[src/rtl/mem_stage_if.sv]
// mem_stage_if: bundles the three handshakes of the memory-access stage.
//   ALU side      : in_valid/in_ready plus the instruction operands.
//   Data port     : mem_req/mem_gnt request channel, mem_rvalid/mem_rdata response.
//   Writeback side: wb_valid/wb_ready plus the result fields and misalign flag.
// Modport slave is the stage's view; modport master is the surrounding
// pipeline/memory view.
interface mem_stage_if #(
    parameter int BUS_DATA_WIDTH = 64
);
    // ALU-side handshake and operands
    logic                          in_valid;
    logic                          in_ready;
    logic [BUS_DATA_WIDTH-1:0]     alu_result;
    logic [BUS_DATA_WIDTH-1:0]     store_data;
    logic                          is_load;
    logic                          is_store;
    logic [2:0]                    mem_size;
    logic [4:0]                    rd;

    // Single-outstanding data port
    logic                          mem_req;
    logic [BUS_DATA_WIDTH-1:0]     mem_addr;
    logic                          mem_we;
    logic [BUS_DATA_WIDTH-1:0]     mem_wdata;
    logic [BUS_DATA_WIDTH/8-1:0]   mem_wstrb;
    logic                          mem_gnt;
    logic                          mem_rvalid;
    logic [BUS_DATA_WIDTH-1:0]     mem_rdata;

    // Writeback-side handshake and result
    logic                          wb_valid;
    logic                          wb_ready;
    logic [BUS_DATA_WIDTH-1:0]     wb_data;
    logic [4:0]                    wb_rd;
    logic                          wb_we;
    logic                          misalign;

    modport slave (
        input  in_valid, alu_result, store_data, is_load, is_store, mem_size, rd,
        output in_ready,
        output mem_req, mem_addr, mem_we, mem_wdata, mem_wstrb,
        input  mem_gnt, mem_rvalid, mem_rdata,
        output wb_valid, wb_data, wb_rd, wb_we, misalign,
        input  wb_ready
    );

    modport master (
        output in_valid, alu_result, store_data, is_load, is_store, mem_size, rd,
        input  in_ready,
        input  mem_req, mem_addr, mem_we, mem_wdata, mem_wstrb,
        output mem_gnt, mem_rvalid, mem_rdata,
        input  wb_valid, wb_data, wb_rd, wb_we, misalign,
        output wb_ready
    );
endinterface

[src/rtl/mem_stage.sv]
// mem_stage: memory-access pipeline stage between ALU and writeback.
// Non-memory results pass straight to writeback; loads and stores go out over
// a single-outstanding request/response data port. Load data is aligned and
// sign/zero-extended; every instruction yields exactly one registered
// writeback result.
// Ports:
//   clk     - single clock, rising edge
//   reset_n - asynchronous active-low reset
//   bus     - mem_stage_if.slave (ALU input, data port, writeback output)
module mem_stage #(
    parameter int BUS_DATA_WIDTH = 64
) (
    input  logic        clk,
    input  logic        reset_n,
    mem_stage_if.slave  bus
);
    localparam int DW = BUS_DATA_WIDTH;

    localparam logic [1:0] S_IDLE = 2'b00;
    localparam logic [1:0] S_REQ  = 2'b01;
    localparam logic [1:0] S_WAIT = 2'b10;
    localparam logic [1:0] S_OUT  = 2'b11;

    // Byte-enable pattern for an access of 2**sz bytes at lane 0.
    function automatic logic [7:0] size_mask(input logic [1:0] sz);
        logic [7:0] m;
        case (sz)
            2'b00:   m = 8'h01;
            2'b01:   m = 8'h03;
            2'b10:   m = 8'h0F;
            2'b11:   m = 8'hFF;
            default: m = 8'h00;
        endcase
        return m;
    endfunction

    // An access is misaligned when the byte offset is not a multiple of its size.
    function automatic logic is_misaligned(input logic [2:0] off, input logic [1:0] sz);
        logic r;
        case (sz)
            2'b00:   r = 1'b0;
            2'b01:   r = off[0];
            2'b10:   r = |off[1:0];
            2'b11:   r = |off;
            default: r = 1'b0;
        endcase
        return r;
    endfunction

    // Extend the low bytes of already-shifted load data according to funct3.
    function automatic logic [DW-1:0] load_extend(input logic [DW-1:0] sh, input logic [2:0] f3);
        logic [DW-1:0] r;
        case (f3)
            3'b000:  r = {{56{sh[7]}},  sh[7:0]};
            3'b001:  r = {{48{sh[15]}}, sh[15:0]};
            3'b010:  r = {{32{sh[31]}}, sh[31:0]};
            3'b100:  r = {56'd0, sh[7:0]};
            3'b101:  r = {48'd0, sh[15:0]};
            3'b110:  r = {32'd0, sh[31:0]};
            default: r = sh;
        endcase
        return r;
    endfunction

    logic [1:0]    state_q, state_d;
    logic [2:0]    offset_q, offset_d;
    logic [2:0]    size_q, size_d;
    logic          mem_req_q, mem_req_d;
    logic [DW-1:0] mem_addr_q, mem_addr_d;
    logic          mem_we_q, mem_we_d;
    logic [DW-1:0] mem_wdata_q, mem_wdata_d;
    logic [7:0]    mem_wstrb_q, mem_wstrb_d;
    logic          wb_valid_q, wb_valid_d;
    logic [DW-1:0] wb_data_q, wb_data_d;
    logic [4:0]    wb_rd_q, wb_rd_d;
    logic          wb_we_q, wb_we_d;
    logic          misalign_q, misalign_d;

    logic          in_ready_s;
    logic          accept_s;
    logic          is_mem_s;
    logic          misalign_s;

    // Input is taken in IDLE, or in OUT when writeback drains the current result this cycle.
    always_comb begin
        in_ready_s = (state_q == S_IDLE) | ((state_q == S_OUT) & bus.wb_ready);
        accept_s   = bus.in_valid & in_ready_s;
        // Load and store both set is an illegal encoding, handled as a pass-through.
        is_mem_s   = bus.is_load ^ bus.is_store;
        misalign_s = is_misaligned(bus.alu_result[2:0], bus.mem_size[1:0]);
    end

    // Next-state and next-output computation for the access FSM.
    always_comb begin
        state_d     = state_q;
        offset_d    = offset_q;
        size_d      = size_q;
        mem_req_d   = mem_req_q;
        mem_addr_d  = mem_addr_q;
        mem_we_d    = mem_we_q;
        mem_wdata_d = mem_wdata_q;
        mem_wstrb_d = mem_wstrb_q;
        wb_valid_d  = wb_valid_q;
        wb_data_d   = wb_data_q;
        wb_rd_d     = wb_rd_q;
        wb_we_d     = wb_we_q;
        misalign_d  = misalign_q;

        if (accept_s) begin
            // A new instruction replaces whatever was just handed to writeback.
            wb_rd_d  = bus.rd;
            offset_d = bus.alu_result[2:0];
            size_d   = bus.mem_size;
            if (!is_mem_s) begin
                state_d    = S_OUT;
                wb_valid_d = 1'b1;
                wb_data_d  = bus.alu_result;
                wb_we_d    = (bus.rd != 5'd0);
                misalign_d = 1'b0;
            end else if (misalign_s) begin
                state_d    = S_OUT;
                wb_valid_d = 1'b1;
                wb_data_d  = {DW{1'b0}};
                wb_we_d    = 1'b0;
                misalign_d = 1'b1;
            end else begin
                state_d    = S_REQ;
                wb_valid_d = 1'b0;
                wb_we_d    = 1'b0;
                misalign_d = 1'b0;
                mem_req_d  = 1'b1;
                mem_addr_d = {bus.alu_result[DW-1:3], 3'b000};
                mem_we_d   = bus.is_store;
                if (bus.is_store) begin
                    mem_wdata_d = bus.store_data << {bus.alu_result[2:0], 3'b000};
                    mem_wstrb_d = size_mask(bus.mem_size[1:0]) << bus.alu_result[2:0];
                end else begin
                    mem_wdata_d = {DW{1'b0}};
                    mem_wstrb_d = 8'h00;
                end
            end
        end else begin
            case (state_q)
                S_IDLE: begin
                    state_d = S_IDLE;
                end
                S_REQ: begin
                    if (bus.mem_gnt) begin
                        mem_req_d = 1'b0;
                        if (mem_we_q) begin
                            state_d    = S_OUT;
                            wb_valid_d = 1'b1;
                            wb_data_d  = {DW{1'b0}};
                            wb_we_d    = 1'b0;
                        end else begin
                            state_d = S_WAIT;
                        end
                    end else begin
                        mem_req_d = 1'b1;
                    end
                end
                S_WAIT: begin
                    if (bus.mem_rvalid) begin
                        state_d    = S_OUT;
                        wb_valid_d = 1'b1;
                        wb_data_d  = load_extend(bus.mem_rdata >> {offset_q, 3'b000}, size_q);
                        wb_we_d    = (wb_rd_q != 5'd0);
                    end else begin
                        state_d = S_WAIT;
                    end
                end
                S_OUT: begin
                    if (bus.wb_ready) begin
                        state_d    = S_IDLE;
                        wb_valid_d = 1'b0;
                    end else begin
                        state_d = S_OUT;
                    end
                end
                default: begin
                    state_d    = S_IDLE;
                    mem_req_d  = 1'b0;
                    wb_valid_d = 1'b0;
                end
            endcase
        end
    end

    // State and output registers.
    always_ff @(posedge clk or negedge reset_n) begin
        if (!reset_n) begin
            state_q     <= S_IDLE;
            offset_q    <= 3'd0;
            size_q      <= 3'd0;
            mem_req_q   <= 1'b0;
            mem_addr_q  <= {DW{1'b0}};
            mem_we_q    <= 1'b0;
            mem_wdata_q <= {DW{1'b0}};
            mem_wstrb_q <= 8'h00;
            wb_valid_q  <= 1'b0;
            wb_data_q   <= {DW{1'b0}};
            wb_rd_q     <= 5'd0;
            wb_we_q     <= 1'b0;
            misalign_q  <= 1'b0;
        end else begin
            state_q     <= state_d;
            offset_q    <= offset_d;
            size_q      <= size_d;
            mem_req_q   <= mem_req_d;
            mem_addr_q  <= mem_addr_d;
            mem_we_q    <= mem_we_d;
            mem_wdata_q <= mem_wdata_d;
            mem_wstrb_q <= mem_wstrb_d;
            wb_valid_q  <= wb_valid_d;
            wb_data_q   <= wb_data_d;
            wb_rd_q     <= wb_rd_d;
            wb_we_q     <= wb_we_d;
            misalign_q  <= misalign_d;
        end
    end

    assign bus.in_ready  = in_ready_s;
    assign bus.mem_req   = mem_req_q;
    assign bus.mem_addr  = mem_addr_q;
    assign bus.mem_we    = mem_we_q;
    assign bus.mem_wdata = mem_wdata_q;
    assign bus.mem_wstrb = mem_wstrb_q;
    assign bus.wb_valid  = wb_valid_q;
    assign bus.wb_data   = wb_data_q;
    assign bus.wb_rd     = wb_rd_q;
    assign bus.wb_we     = wb_we_q;
    assign bus.misalign  = misalign_q;
endmodule

[src/flat_wrapper.sv]
// flat-port wrapper written by rule: the top's interface ports become plain ports
module mem_stage_flat 
#(
    parameter int BUS_DATA_WIDTH = 64
)
  (clk, reset_n, bus_in_valid, bus_alu_result, bus_store_data, bus_is_load, bus_is_store, bus_mem_size, bus_rd, bus_in_ready, bus_mem_req, bus_mem_addr, bus_mem_we, bus_mem_wdata, bus_mem_wstrb, bus_mem_gnt, bus_mem_rvalid, bus_mem_rdata, bus_wb_valid, bus_wb_data, bus_wb_rd, bus_wb_we, bus_misalign, bus_wb_ready);
  mem_stage_if #(.BUS_DATA_WIDTH(BUS_DATA_WIDTH)) bus_i ();
  input  logic clk;
  input  logic reset_n;
  input wire logic [$bits(bus_i.in_valid)-1:0] bus_in_valid;
  input wire logic [$bits(bus_i.alu_result)-1:0] bus_alu_result;
  input wire logic [$bits(bus_i.store_data)-1:0] bus_store_data;
  input wire logic [$bits(bus_i.is_load)-1:0] bus_is_load;
  input wire logic [$bits(bus_i.is_store)-1:0] bus_is_store;
  input wire logic [$bits(bus_i.mem_size)-1:0] bus_mem_size;
  input wire logic [$bits(bus_i.rd)-1:0] bus_rd;
  output wire logic [$bits(bus_i.in_ready)-1:0] bus_in_ready;
  output wire logic [$bits(bus_i.mem_req)-1:0] bus_mem_req;
  output wire logic [$bits(bus_i.mem_addr)-1:0] bus_mem_addr;
  output wire logic [$bits(bus_i.mem_we)-1:0] bus_mem_we;
  output wire logic [$bits(bus_i.mem_wdata)-1:0] bus_mem_wdata;
  output wire logic [$bits(bus_i.mem_wstrb)-1:0] bus_mem_wstrb;
  input wire logic [$bits(bus_i.mem_gnt)-1:0] bus_mem_gnt;
  input wire logic [$bits(bus_i.mem_rvalid)-1:0] bus_mem_rvalid;
  input wire logic [$bits(bus_i.mem_rdata)-1:0] bus_mem_rdata;
  output wire logic [$bits(bus_i.wb_valid)-1:0] bus_wb_valid;
  output wire logic [$bits(bus_i.wb_data)-1:0] bus_wb_data;
  output wire logic [$bits(bus_i.wb_rd)-1:0] bus_wb_rd;
  output wire logic [$bits(bus_i.wb_we)-1:0] bus_wb_we;
  output wire logic [$bits(bus_i.misalign)-1:0] bus_misalign;
  input wire logic [$bits(bus_i.wb_ready)-1:0] bus_wb_ready;
  assign bus_i.in_valid = bus_in_valid;
  assign bus_i.alu_result = bus_alu_result;
  assign bus_i.store_data = bus_store_data;
  assign bus_i.is_load = bus_is_load;
  assign bus_i.is_store = bus_is_store;
  assign bus_i.mem_size = bus_mem_size;
  assign bus_i.rd = bus_rd;
  assign bus_in_ready = bus_i.in_ready;
  assign bus_mem_req = bus_i.mem_req;
  assign bus_mem_addr = bus_i.mem_addr;
  assign bus_mem_we = bus_i.mem_we;
  assign bus_mem_wdata = bus_i.mem_wdata;
  assign bus_mem_wstrb = bus_i.mem_wstrb;
  assign bus_i.mem_gnt = bus_mem_gnt;
  assign bus_i.mem_rvalid = bus_mem_rvalid;
  assign bus_i.mem_rdata = bus_mem_rdata;
  assign bus_wb_valid = bus_i.wb_valid;
  assign bus_wb_data = bus_i.wb_data;
  assign bus_wb_rd = bus_i.wb_rd;
  assign bus_wb_we = bus_i.wb_we;
  assign bus_misalign = bus_i.misalign;
  assign bus_i.wb_ready = bus_wb_ready;
  mem_stage #(.BUS_DATA_WIDTH(BUS_DATA_WIDTH)) u_core (.clk(clk), .reset_n(reset_n), .bus(bus_i));
endmodule
[config.mk]
export PLATFORM = sky130hd
export DESIGN_NAME = mem_stage_flat
export DESIGN_NICKNAME = d
export VERILOG_FILES = /design/src/rtl/mem_stage_if.sv /design/src/rtl/mem_stage.sv /design/src/flat_wrapper.sv
export SDC_FILE = /design/constraint.sdc
export NUM_CORES = 1
export LEC_CHECK = 0
export ABC_AREA = 0
export CAP_MARGIN = 20
export CORE_MARGIN = 5
export CORE_UTILIZATION = 25
export DETAILED_ROUTE_END_ITERATION = 8
export HOLD_SLACK_MARGIN = 0.06
export PLACE_DENSITY_LB_ADDON = 0.25
export SYNTH_ARGS = -nofsm -noshare
export SYNTH_HDL_FRONTEND = slang
export SYNTH_SLANG_ARGS = --single-unit
export TNS_END_PERCENT = 100
[constraint.sdc]
create_clock -name clk -period 3.8 [get_ports clk]
set_clock_uncertainty 0.15 [all_clocks]
set_input_delay 0.57 -clock clk [delete_from_list [all_inputs] [get_ports clk]]
set_output_delay 0.57 -clock clk [all_outputs]
set_load 0.02 [all_outputs]
==> impl_metrics.py <==
metrics = {
    "clocking": {
        "max-clock-path-buffers": 3,
        "cts_post_setup_buffers_inserted": 0,
        "tritoncts_num_sinks": 215,
        "cell_at_the_root_of_the_clock_tree": "sky130_fd_sc_hd__clkbuf_16",
        "post_cts.resized_instances": 0,
        "cts-buffers-inserted": 29,
        "tritoncts_clock_tree": "yes",
        "htree_num_levels": 1,
        "path_clk_slew_ps": 60,
        "worst_skew_pair.late_latency_ps": 560,
        "ctsHoldBuffers": 1,
    },
    "pwr": {
        "p_comb_frac": 0.534,
        "internal_power_w": 0.00815,
        "p_per_area_nw_per_um2": 794,
        "power_switching_w": 0.00615,
        "power_leakage_nw": 7.68,
        "power_frac_clock": 0.189,
        "vdd_ir_drop_max_mv": 0.463,
        "power_switching_share": 0.430,
        "share_seq_of_total_power": 0.277,
    },
    "timing": {
        "layout_setup_ws_ps": 678,
        "drv_slew": 0,
        "layout_worst_path_cycle_share": 0.822,
        "total_negative_slack_ps": 0,
        "slew_headroom": 0.287,
        "setup_viol": 0,
        "maxClockFrequency_ghz": 0.320,
        "unrepaired_setup_endpoints_after_global_routing": "false",
        "worstMarginPinSlew_ps": 1070,
        "period_needed_ps": 3120,
        "finalHoldViolCount": 0,
    },
    "route": {
        "number_of_detailed_route_iterations_in_the_first_pass": 5,
        "viasPerCell": 5.08,
        "first_iter_violations": 826,
        "vias": 11950,
        "route.detailed.drc": 0,
        "ant_nets": 0,
        "average_wire_length_per_cell_after_detail_routing_um": 23.9,
        "totalWireLength_um": 56300,
    },
    "synthesis": {
        "syn-instance-count": 1327,
        "per_instance_average_area_after_synthesis_um2": 9.19,
        "async_reset_ff_frac": 1.00,
        "synth-edff-count": 0,
        "synthFlopType": "sky130_fd_sc_hd__dfrtp_1",
        "number_of_flip_flops_and_latches_in_the_synthesized_netlist": 215,
        "syn-cell-area_um2": 12200,
        "ys_seq_area_frac": 0.441,
        "synthDistinctLibCells": 61,
        "synth-warning-count": 0,
    },
    "finish": {
        "postLayoutCellArea_um2": 18000,
        "share_of_cells_above_drive_strength_1": 0.110,
        "layout-area-overhead-vs-synth_pct": 47.7,
        "nNetsFinal": 1922,
    },
    "worst_setup_path": {
        "worstSetupStartpointType": "register",
        "cpPeakStageDelay_ps": 590,
        "critPathMostFrequentCell": "sky130_fd_sc_hd__inv_1",
        "slowest_cp_cell": "sky130_fd_sc_hd__clkdlybuf4s50_1",
        "required_ps": 3080,
        "timing.critical_path.arrival_ps": 2400,
        "cp_cell_sequence": "inv_1 -> ha_1 -> a21oi_2 -> inv_1 -> clkdlybuf4s50_1",
        "timing.critical_path.fanout_max": 7,
        "critPathCaptureType": "primary output",
        "crit_family": "buffers and inverters",
        "setup.worst_path.class": "reg2out",
        "path_buf_inv": 3,
    },
    "global_routing": {
        "antenna_found_initial": 6,
        "grt_max_degree": 76,
        "via_count_of_the_first_global_routing_pass": 12423,
        "gr-usage-met1": 0.251,
        "use_met3": 0.0595,
        "global_route.peak_usage_layer": "met2",
        "globalRouteOverflowTotal": 0,
        "global_route.usage.met2": 0.336,
        "groute.usage.overall": 0.203,
        "grt_first_pass_wirelength_um": 83300,
    },
    "placement": {
        "placement.io_buffers": 415,
        "hpwl_um": 43100,
        "final_weighted_congestion_in_routability_driven_placement": 0.944,
        "pre_cts_ws_ps": 397,
        "postPlaceCellArea_um2": 17100,
    },
    "worst_hold_path": {
        "worst_hold_path_type": "reg2reg",
    },
    "status": {
        "status": "finished clean",
    },
    "job": {
        "max-cap-violations": 0,
    },
    "die": {
        "fp.coreArea_um2": 48500,
        "rows": 81,
        "design.portCount": 419,
        "die_area_um2": 53300,
        "initial_core_util": 0.251,
        "die_height_um": 231,
        "die_width_um": 231,
    },
}
==> per-layer routing <==
metal	vias to the layer above	share of wire
li1	5494	-
met1	5865	0.40
met2	482	0.47
met3	101	0.086
met4	8	0.040
met5	-	0.0011
==> power by group through the flow <==
stage	Sequential, W	Clock (W)	Combinational [W]
after floorplan	0.00485	0	0.00316
final	0.00396	0.00271	0.00763
after global placement	0.00398	0	0.00764
after detailed placement	0.00399	0	0.00773
after CTS	0.00397	0.00279	0.00775
after global routing	0.00408	0.00288	0.00821
==> placed cells by master, fill, tap and decap left out, drive strengths merged, types with 25 or more instances in the layout <==
master / instances
clkdlybuf4s50: 412
a22oi: 38
a21oi: 54
nor2: 79
dfrtp: 215
nand2: 349
o21ai: 88
buf: 41
mux2i: 77
mux2: 59
clkbuf: 39
nand3: 25
==> metrics by stage <==
step | hold slack [ps] | utilization | instances | power [W]
2_1_floorplan | 124 | - | 1329 | 0.00801
3_3_place_gp | 306 | 0.351 | 2298 | 0.0116
3_5_place_dp | 311 | 0.351 | 2298 | 0.0117
4_1_cts | 323 | 0.371 | 2351 | 0.0145
5_1_grt | 346 | 0.371 | 2351 | 0.0152
6_report | 319 | 0.371 | 2353 | 0.0143
==> layout make-up <==
cell class / count / area, µm²
diodes: 2 / 5.00
clock buffers: 39 / 833
clock inverters: 13 / 106
fillers: 4911 / 30500
inverters: 12 / 45.0
multi-input cells: 996 / 6360
flip-flops and latches: 215 / 5380
well taps: 622 / 778
repair buffers: 454 / 4500
==> cell families after synthesis <==
kind of cell	after synthesis	share of synthesized area
AOI/OAI and AO/OA	329	0.183
xor gates and xnor gates	2	0.00144
adders and majority gates	6	0.00616
buffers and inverters	118	0.0408
DFF	215	0.441
muxes	159	0.160
other	1	0.000308
and+or+nand+nor	497	0.167
==> flip-flops by register name (all words and copies together) (netlist names) <==
name and cells:
u_core.bus.mem_addr 61, u_core.bus.mem_req 1, u_core.bus.mem_wdata 64, u_core.bus.mem_we 1, u_core.bus.mem_wstrb 8, u_core.bus.misalign 1, u_core.bus.wb_data 64, u_core.bus.wb_rd 5
u_core.bus.wb_valid 1, u_core.bus.wb_we 1, u_core.offset_q 3, u_core.size_q 3, u_core.state_q 2
==> worst paths after layout <==
check                                         start  depth (start not counted)  slack [ps]                        to
max                               u_core.state_q[0]                          5         680              bus_in_ready
min                        u_core.bus.mem_wdata[32]                          2         320  u_core.bus.mem_wdata[32]
max reg2reg                       u_core.state_q[0]                          7         720     u_core.bus.wb_data[9]
min reg2reg                u_core.bus.mem_wdata[32]                          2         320  u_core.bus.mem_wdata[32]
max in group asynchronous                   reset_n                          3        2150  u_core.bus.mem_wdata[38]
min in group asynchronous                   reset_n                          2         430   u_core.bus.mem_addr[29]
==> synth_stat cells (3+ instances only) <==
cell type	number	share of area
sky130_fd_sc_hd__buf_2	23	0.0094
sky130_fd_sc_hd__nand2_1	349	0.11
sky130_fd_sc_hd__nor3_1	8	0.0033
sky130_fd_sc_hd__dfrtp_1	215	0.44
sky130_fd_sc_hd__o2bb2ai_1	15	0.011
sky130_fd_sc_hd__a22o_1	17	0.012
sky130_fd_sc_hd__a21o_1	7	0.0043
sky130_fd_sc_hd__o32ai_1	9	0.0065
sky130_fd_sc_hd__ha_1	6	0.0062
sky130_fd_sc_hd__buf_4	3	0.0018
sky130_fd_sc_hd__a211oi_1	3	0.0018
sky130_fd_sc_hd__a22oi_1	38	0.023
sky130_fd_sc_hd__nand3_1	25	0.010
sky130_fd_sc_hd__o22ai_1	10	0.0051
sky130_fd_sc_hd__mux2_2	59	0.054
sky130_fd_sc_hd__o31ai_1	13	0.0080
sky130_fd_sc_hd__o22a_1	13	0.0093
sky130_fd_sc_hd__nor2b_1	9	0.0046
sky130_fd_sc_hd__a41oi_1	9	0.0065
sky130_fd_sc_hd__inv_1	9	0.0028
sky130_fd_sc_hd__nor2_1	78	0.024
sky130_fd_sc_hd__nand2b_1	6	0.0031
sky130_fd_sc_hd__clkbuf_1	67	0.021
sky130_fd_sc_hd__nand3b_1	4	0.0025
sky130_fd_sc_hd__mux2i_1	77	0.063
sky130_fd_sc_hd__buf_1	11	0.0034
sky130_fd_sc_hd__and2_1	3	0.0015
sky130_fd_sc_hd__o211ai_1	15	0.0092
sky130_fd_sc_hd__a21oi_1	53	0.022
sky130_fd_sc_hd__mux4_2	23	0.042
sky130_fd_sc_hd__a221oi_1	15	0.011
sky130_fd_sc_hd__o21a_1	10	0.0062
sky130_fd_sc_hd__o21ai_0	87	0.036
==> worst register-to-register path: cells and delay by family (launching register included) <==
family,cells,cell delay [ps]
AO/OA/AOI/OAI,3,1400
adder cells (fa/ha/maj),1,330
buffers and inverters,1,120
flip-flops,1,420
AND/OR/NAND/NOR,2,540
No activity file was read; power rests on OpenSTA's default activity.
